--- config.mk ---
export PLATFORM = sky130hd
export DESIGN_NAME = if_fetch_queue
export DESIGN_NICKNAME = d
export VERILOG_FILES = /design/src/rtl/sys_defs.sv /design/src/rtl/if_fetch_queue.sv
export SDC_FILE = /design/constraint.sdc
export NUM_CORES = 1
export LEC_CHECK = 0
export ABC_CLOCK_PERIOD_IN_PS = 4540
export CORE_ASPECT_RATIO = 0.7
export CORE_MARGIN = 2
export CORE_UTILIZATION = 45
export CTS_BUF_LIST = sky130_fd_sc_hd__clkbuf_8
export CTS_CLUSTER_SIZE = 24
export DETAILED_ROUTE_END_ITERATION = 10
export PLACE_DENSITY = 0.68
export SLEW_MARGIN = 20
export SYNTH_ARGS = -nofsm -noshare
export SYNTH_HDL_FRONTEND = slang
export SYNTH_SLANG_ARGS = --single-unit
--- constraint.sdc ---
create_clock -name clk -period 4.54 [get_ports clk]
set_clock_uncertainty 0.15 [all_clocks]
set_input_delay 0.681 -clock clk [delete_from_list [all_inputs] [get_ports clk]]
set_output_delay 0.681 -clock clk [all_outputs]
set_load 0.005 [all_outputs]
--- src/rtl/sys_defs.sv ---
`default_nettype none
// ---------------------------------------------------------------------------
// Module   : sys_defs
// Brief    : Shared pipeline definitions: NOOP encoding and fetch queue entry.
// Revision : 1.0 - initial release
// ---------------------------------------------------------------------------
`ifndef NOOP_INST
`define NOOP_INST 32'h0000_0013
`endif

package sys_defs;

   localparam logic [31:0] c_noop_inst = `NOOP_INST;

   typedef struct packed {
      logic [31:0] pc;
      logic [31:0] ir;
      logic        filled;
   } ifq_entry_t;

endpackage
`default_nettype wire

--- src/rtl/if_fetch_queue.sv ---
`default_nettype none
// ---------------------------------------------------------------------------
// Module   : if_fetch_queue
// Brief    : Instruction prefetch queue between imem port and IF stage.
// Revision : 1.0 - initial release
// ---------------------------------------------------------------------------
`ifndef NOOP_INST
`define NOOP_INST 32'h0000_0013
`endif

module if_fetch_queue
   import sys_defs::*;
#(
   parameter int          DEPTH    = 4,
   parameter logic [31:0] RESET_PC = 32'h0
) (
   input  logic        clk,
   input  logic        rst,
   input  logic        redirect_valid,
   input  logic [31:0] redirect_pc,
   output logic        imem_req,
   output logic [31:0] imem_addr,
   input  logic        imem_gnt,
   input  logic        imem_rsp_valid,
   input  logic [31:0] imem_rsp_data,
   output logic        out_valid,
   input  logic        out_ready,
   output logic [31:0] out_pc,
   output logic [31:0] out_npc,
   output logic [31:0] out_ir
);

   localparam int                 c_idx_w = $clog2(DEPTH);
   localparam int                 c_ptr_w = c_idx_w + 1;
   localparam logic [c_ptr_w-1:0] c_depth = c_ptr_w'(DEPTH);
   localparam logic [c_ptr_w-1:0] c_one   = c_ptr_w'(1);

   ifq_entry_t         r_ring [DEPTH];
   logic [31:0]        r_fetch_pc;
   logic [c_ptr_w-1:0] r_head;
   logic [c_ptr_w-1:0] r_fill;
   logic [c_ptr_w-1:0] r_tail;
   logic [c_ptr_w-1:0] r_pending;
   logic [c_ptr_w-1:0] r_discard;

   logic [c_ptr_w-1:0] w_count;
   logic [c_ptr_w-1:0] w_pending_nxt;
   logic               w_req;
   logic               w_issue;
   logic               w_rsp;
   logic               w_drop;
   logic               w_fill;
   logic               w_out_valid;
   logic               w_pop;
   ifq_entry_t         w_head_entry;
   logic               w_unused_bits;

   assign w_unused_bits = ^redirect_pc[1:0];

   assign w_count      = r_tail - r_head;
   assign w_req        = !rst && !redirect_valid && (w_count < c_depth) && (r_pending < c_depth);
   assign w_issue      = w_req && imem_gnt;
   // Responses with nothing outstanding are protocol errors and are ignored.
   assign w_rsp        = imem_rsp_valid && (r_pending != '0);
   assign w_drop       = w_rsp && (r_discard != '0);
   assign w_fill       = w_rsp && (r_discard == '0);
   assign w_head_entry = r_ring[r_head[c_idx_w-1:0]];
   assign w_out_valid  = w_head_entry.filled && (r_tail != r_head) && !redirect_valid;
   assign w_pop        = w_out_valid && out_ready;

   assign w_pending_nxt = r_pending + (w_issue ? c_one : '0) - (w_rsp ? c_one : '0);

   assign imem_req  = w_req;
   assign imem_addr = r_fetch_pc;
   assign out_valid = w_out_valid;
   assign out_pc    = w_out_valid ? w_head_entry.pc : 32'h0;
   assign out_npc   = w_out_valid ? (w_head_entry.pc + 32'd4) : 32'h0;
   assign out_ir    = w_out_valid ? w_head_entry.ir : `NOOP_INST;

   always_ff @(posedge clk) begin
      if (rst) begin
         r_fetch_pc <= RESET_PC;
         r_head     <= '0;
         r_fill     <= '0;
         r_tail     <= '0;
         r_pending  <= '0;
         r_discard  <= '0;
         for (int i = 0; i < DEPTH; i++) begin
            r_ring[i] <= '0;
         end
      end else if (redirect_valid) begin
         // Everything still outstanding after this cycle's response must be dropped.
         r_fetch_pc <= {redirect_pc[31:2], 2'b00};
         r_head     <= '0;
         r_fill     <= '0;
         r_tail     <= '0;
         r_pending  <= w_pending_nxt;
         r_discard  <= w_pending_nxt;
         for (int i = 0; i < DEPTH; i++) begin
            r_ring[i].filled <= 1'b0;
         end
      end else begin
         if (w_issue) begin
            r_ring[r_tail[c_idx_w-1:0]].pc     <= r_fetch_pc;
            r_ring[r_tail[c_idx_w-1:0]].filled <= 1'b0;
            r_tail                             <= r_tail + c_one;
            r_fetch_pc                         <= r_fetch_pc + 32'd4;
         end
         if (w_fill) begin
            r_ring[r_fill[c_idx_w-1:0]].ir     <= imem_rsp_data;
            r_ring[r_fill[c_idx_w-1:0]].filled <= 1'b1;
            r_fill                             <= r_fill + c_one;
         end
         if (w_drop) begin
            r_discard <= r_discard - c_one;
         end
         if (w_pop) begin
            r_head <= r_head + c_one;
         end
         r_pending <= w_pending_nxt;
      end
   end

endmodule
`default_nettype wire

==> results.tsv, run 1 <==
metric	value	unit
status	complete, no violations	
crit_fanout	14	
cts_sinks	298	
switching_share	0.249	
yosys_most_used_dff	edfxtp_1	
core_area	32200	um2
r2r_setup_slack	1.50	ns
ys_seq_area_frac	0.575	
hold_violations	0	
path_cells	mux4_1 > nand4_1 > nor3_4 > nand4_1 > nor3_1 > a21o_1 > clkdlybuf4s50_1	
powerDensity	335	nW/um2
clkPwrFrac	0.363	
h-tree-depth	2	
power_frac_comb	0.103	
io_buffer_count	191	
grt_pass1_wl	56400	um
maxCapViolations	0	
die_area	34100	um2
endpoint_kind	output port	
die_h	155	um
num_io_pins	200	
drv_slew	0	
endpoint	out_npc[29]	
avgSynthCellArea	12.8	um2
hold_class	flop to flop	
period_share	0.930	
initial_utilization	0.456	
dr.pass1.iters	5	
final_util	0.556	
n_fill_cell	2696	
min_period	4.22	ns
timing.rr.start	r_head[1]	
net-switching-power	1.50	mW
overflow	0	
clockBufferDepth	3	
die_width	220	um
postCtsHoldBufs	0	
place_hpwl	23500	um
wire_per_inst	20.6	um
postPlaceCellArea	17000	um2
crit_arrival	3.39	ns
final_cell_area	17900	um2
layout_common_cells	edfxtp_1 (248), clkdlybuf4s50_1 (191), and3_1 (175), and2_1 (133), nor2_1 (83)	
async_reset_ff_frac	0	
fmax	0.237	GHz
root_buffer	clkbuf_8	
relSlewSlack	0.260	
grt_max_degree	85	
required	3.71	ns
ys_warn_count	0	
synth-edff-count	248	
critPathBufInv	1	
drt_iter0_markers	919	
areaGrowthSynthToFinish	21.9	%
detail_route.wirelength	37000	um
ant_nets	0	
final_common_cell	edfxtp_1	
gp_congestion	0.790	
clk_pin_slew_worst_paths	0.06	ns
setup_violations	0	
slowest_stage	mux4_1	
rr_endpoint	r_discard[2]	
r2r_cells	14	
rows	55	
cts_tree	yes	
intPower	4.51	mW
cts_buffers	47	
grt_antenna_before_repair	1	
synthDistinctLibCells	63	
viasPerCell	5.51	
via_count	9908	
layout-drive-gt1-share	0.129	
max-vdd-ir-drop	155	uV
p_leak	6.97	nW
path_class	flop to output port	
syn-cell-area	14700	um2
synth_cells	1150	
critPathTopFamily	simple AND/OR/NAND/NOR gates	
drc	0	
cp.depth	7	
seqPwrFrac	0.534	
cp_common_cell	nand4_1	
fin_nets	1421	
grt_pass1_vias	9579	
setup-tns-final	0	ns
rsz0062_at_grt	no	
worstSetupStartpointType	flop	
slowest_delay	0.58	ns
worst_pin_slew	1.11	ns
synth_seq_cells	298	
insertion_delay	0.58	ns
grtUsageTotal	0.218	
[how the worst min path moves through the flow]
stage	depth (start not counted)	slack [ns]	endpoint	startpoint
CTS	1	0.34	r_ring[2][0]	r_ring[2][0]
floorplan	1	0.31	r_ring[1][0]	r_ring[1][0]
detailed placement	1	0.33	r_ring[2][0]	r_ring[2][0]
global route	1	0.36	r_ring[2][0]	r_ring[2][0]
global placement	1	0.31	r_ring[1][0]	r_ring[1][0]
finish	1	0.34	r_ring[2][0]	r_ring[2][0]
[Yosys cell counts, types with 3 or more instances]
| library cell | number | area (um2) |
|---|---|---|
| nand2_1 | 42 | 158 |
| ha_1 | 17 | 213 |
| nor3_1 | 10 | 50.1 |
| nor2_1 | 83 | 312 |
| buf_4 | 7 | 52.6 |
| buf_2 | 14 | 70.1 |
| and4_1 | 4 | 35.0 |
| nor4_4 | 3 | 63.8 |
| o21a_1 | 3 | 22.5 |
| and3_1 | 175 | 1090 |
| a31o_2 | 4 | 35.0 |
| a211oi_1 | 7 | 52.6 |
| nand4b_1 | 3 | 26.3 |
| mux4_1 | 5 | 131 |
| nor4_1 | 3 | 18.8 |
| nand2b_1 | 7 | 43.8 |
| dfxtp_1 | 50 | 1000 |
| mux4_2 | 58 | 1310 |
| buf_6 | 4 | 45.0 |
| nand3_1 | 24 | 120 |
| inv_1 | 18 | 67.6 |
| o21ai_0 | 17 | 85.1 |
| a31oi_1 | 10 | 62.6 |
| or2_2 | 5 | 31.3 |
| nand4_1 | 11 | 68.8 |
| a32oi_1 | 3 | 26.3 |
| and2_1 | 133 | 832 |
| a311o_1 | 3 | 30.0 |
| clkbuf_1 | 64 | 240 |
| xor2_1 | 24 | 210 |
| edfxtp_1 | 248 | 7450 |
| xnor2_1 | 17 | 149 |
| nor2b_1 | 5 | 31.3 |
| a21oi_1 | 31 | 155 |
[sequential cells by signal (all words and copies together) (netlist names), named ones only]
signal and cells:
r_fill 2, r_head 3, r_pending 3, imem_addr 30, r_tail 3, r_discard 3
r_ring 252
[through the flow]
stage / setup WS [ns] / hold slack, ns / power [mW] / instances
floorplan: 1.07 / 0.305 / 3.61 / 1155
global placement: 0.596 / 0.313 / 3.86 / 1710
detailed placement: 0.565 / 0.325 / 3.88 / 1710
CTS: 0.0633 / 0.340 / 6.06 / 1796
global route: 0.0689 / 0.361 / 6.24 / 1797
finish: 0.319 / 0.343 / 6.00 / 1798
[power groups by stage]
stage | sequential, mW | combinational (mW) | clock (mW)
global placement | 3.25 | 0.607 | 0
CTS | 3.20 | 0.621 | 2.23
floorplan | 3.22 | 0.394 | 0
global route | 3.22 | 0.682 | 2.34
detailed placement | 3.26 | 0.617 | 0
finish | 3.21 | 0.616 | 2.18
[worst register-to-register path, cell delays in order (launching register included)]
cell      delay, ns
dfxtp_1        0.35
inv_1          0.06
ha_1           0.33
nor2b_1        0.16
nor3_1         0.20
o211a_2        0.23
inv_2          0.05
ha_1           0.28
inv_1          0.06
ha_1           0.13
inv_1          0.05
fa_1           0.37
xor2_1         0.18
xnor2_1        0.15
a211oi_1       0.22
[area by class of cell]
| class | instances | area, um2 | share of cell area |
|---|---|---|---|
| sequential | 298 | 8460 | 0.472 |
| inverter | 19 | 71.3 | 0.00398 |
| antenna | 1 | 2.50 | 0.000140 |
| clock inverter | 37 | 211 | 0.0118 |
| timing repair buffer | 221 | 2200 | 0.123 |
| tap | 427 | 534 | 0.0298 |
| clock buffer | 49 | 674 | 0.0377 |
| multi-input combinational | 746 | 5750 | 0.321 |
[cells by family after synthesis]
group,after synthesis,share of synthesized area
compound gates,89,0.0383
xor+xnor,41,0.0245
fa+ha+maj,18,0.0158
buf+inv,111,0.0354
flops,298,0.575
mux,66,0.100
other cells,1,0.000255
simple gates,526,0.210
[layer usage]
layer	up-vias	track usage	wire [um]
met1	4903	0.334	17500
met5	-	0	13
met4	2	0.0441	379
li1	4632	-	-
met3	36	0.0401	2910
met2	335	0.325	16300
[timing repair]
| action | 4_1_cts | 5_1_grt |
|---|---|---|
| setup endpoints to repair | 2 | 11 |
| buffers inserted | 0 | 1 |
| resized for setup | 1 | 1 |
Note: power is estimated with default switching activity, not from simulation.
==> run 2, diff against run 1 <==
Settings changed: HOLD_SLACK_MARGIN from default to 0.08.
==> results of run 2 <==
The final DEF is identical to that of run 1; final timing and power are the same.
==> run 3, diff against run 2 <==
--- a/constraint.sdc
+++ b/constraint.sdc
@@ -3,3 +3,3 @@
 set_input_delay 0.681 -clock clk [delete_from_list [all_inputs] [get_ports clk]]
 set_output_delay 0.681 -clock clk [all_outputs]
-set_load 0.005 [all_outputs]
+set_load 0.1 [all_outputs]
==> results.tsv, run 3 (synthesized netlist as in run 1, its figures left out) <==
metric	value	unit	change
h-tree-depth	2		unchanged
place_hpwl	24000	um	+2.2%
powerDensity	319	nW/um2	-4.8%
die_width	220	um	unchanged
hold_violations	0		unchanged
via_count	9887		-0.21%
insertion_delay	0.56	ns	-0.02 ns
detail_route.wirelength	37000	um	about the same
fin_nets	1419		-0.14%
postCtsSetupRepairBufs	0		unchanged
worst_pin_slew	1.06	ns	-0.0466 ns
min_period	4.18	ns	-0.0415 ns
finalPower	5.97	mW	-0.51%
grtUsageTotal	0.220		+0.00210
final_common_cell	edfxtp_1		
drt_iter0_markers	985		+7.2%
postPlaceCellArea	17900	um2	+5.5%
die_h	155	um	unchanged
final_cell_area	18700	um2	+4.5%
postCtsHoldBufs	0		unchanged
areaGrowthSynthToFinish	27.4	%	
layout-drive-gt1-share	0.193		+0.0639
drv_slew	0		unchanged
post-place-cells	1710		unchanged
grt_pass1_vias	9871		+3.0%
initial_utilization	0.456		unchanged
num_io_pins	200		unchanged
clockBufferDepth	3		unchanged
antenna_cells	0		-1
final_util	0.581		+0.0253
layout_common_cells	edfxtp_1 (248), and3_1 (175), and2_1 (133), clkdlybuf4s50_1 (97), buf_12 (97)		
cts_sinks	298		unchanged
ant_nets	0		unchanged
dr.pass1.iters	5		unchanged
rsz0062_at_grt	no		
maxCapViolations	0		unchanged
viasPerCell	5.53		+0.29%
overflow	0		unchanged
p_leak	7.35	nW	+5.4%
io_buffer_count	191		unchanged
period_share	0.921		-0.00915
drc	0		unchanged
crit_arrival	3.35	ns	-0.04 ns
worstSetupStartpointType	flop		
crit_fanout	29		+15
fmax	0.239	GHz	+0.99%
grt_max_degree	105		+24%
endpoint_kind	output port		
path_class	flop to output port		
hold_class	flop to flop		
fin_cells	1789		-0.50%
clk_pin_slew_worst_paths	0.06	ns	about the same
required	3.71	ns	about the same
largest_reg_flops	252		unchanged
cts_buffers	46		-2.1%
grt_pass1_wl	57300	um	+1.6%
root_buffer	clkbuf_8		
cts_tree	yes		
die_area	34100	um2	unchanged
cts_resized	0		-1
wire_per_inst	20.7	um	+0.60%
relSlewSlack	0.291		+0.0311
core_area	32200	um2	unchanged
max-vdd-ir-drop	219	uV	+41%
top_register	r_ring		
setup_violations	0		unchanged
gp_congestion	0.805		+1.8%
status	complete, no violations		
grt_antenna_before_repair	1		unchanged
rows	55		unchanged
setup-tns-final	0	ns	unchanged
## run 3: where the power goes
part | switching [mW] | leakage, nW | internal [mW]
registers | 0.0939 | 2.98 | 3.11
logic | 0.495 | 3.91 | 0.278
clock network | 1.02 | 0.465 | 0.977
## run 3: final timing paths
check	startpoint	endpoint	slack, ns	cells past startpoint
hold / removal	r_ring[0][0]	r_ring[0][0]	0.34	1
hold reg to reg	r_ring[0][0]	r_ring[0][0]	0.34	1
setup reg to reg	r_head[1]	r_discard[2]	1.43	14
setup / recovery	flop	out_npc[26]	0.36	8
## run 3: final cells by class
cell class	count	area, um2
fill	2631	13500
sequential	298	8450
multi-input combinational	746	5750
timing repair buffer	220	3110
clock buffer	48	661
tap	427	534
clock inverter	31	134
inverter	19	71.3
## run 3: routing by layer
layer  track usage  up-vias  routed length (um)
met5             0        -                  11
met4        0.0441        2                 480
met3        0.0411       44                3150
met2         0.324      381               16300
met1         0.340     4840               17100
li1              -     4620                   -
## run 3: critical path: stages (launching register included)
cell,delay (ns)
dfxtp_4,0.73
mux4_2,0.42
ha_1,0.24
nand4_2,0.18
nor4_4,0.48
nand4_1,0.17
xor2_1,0.16
nor2_1,0.18
buf_12,0.20
## run 3: metrics by stage
step / setup WS, ns / hold slack, ns
after floorplan: 0.506 / 0.305
after global placement: 0.787 / 0.313
after detailed placement: 0.723 / 0.325
after CTS: 0.294 / 0.340
after global routing: 0.0828 / 0.353
final: 0.360 / 0.338
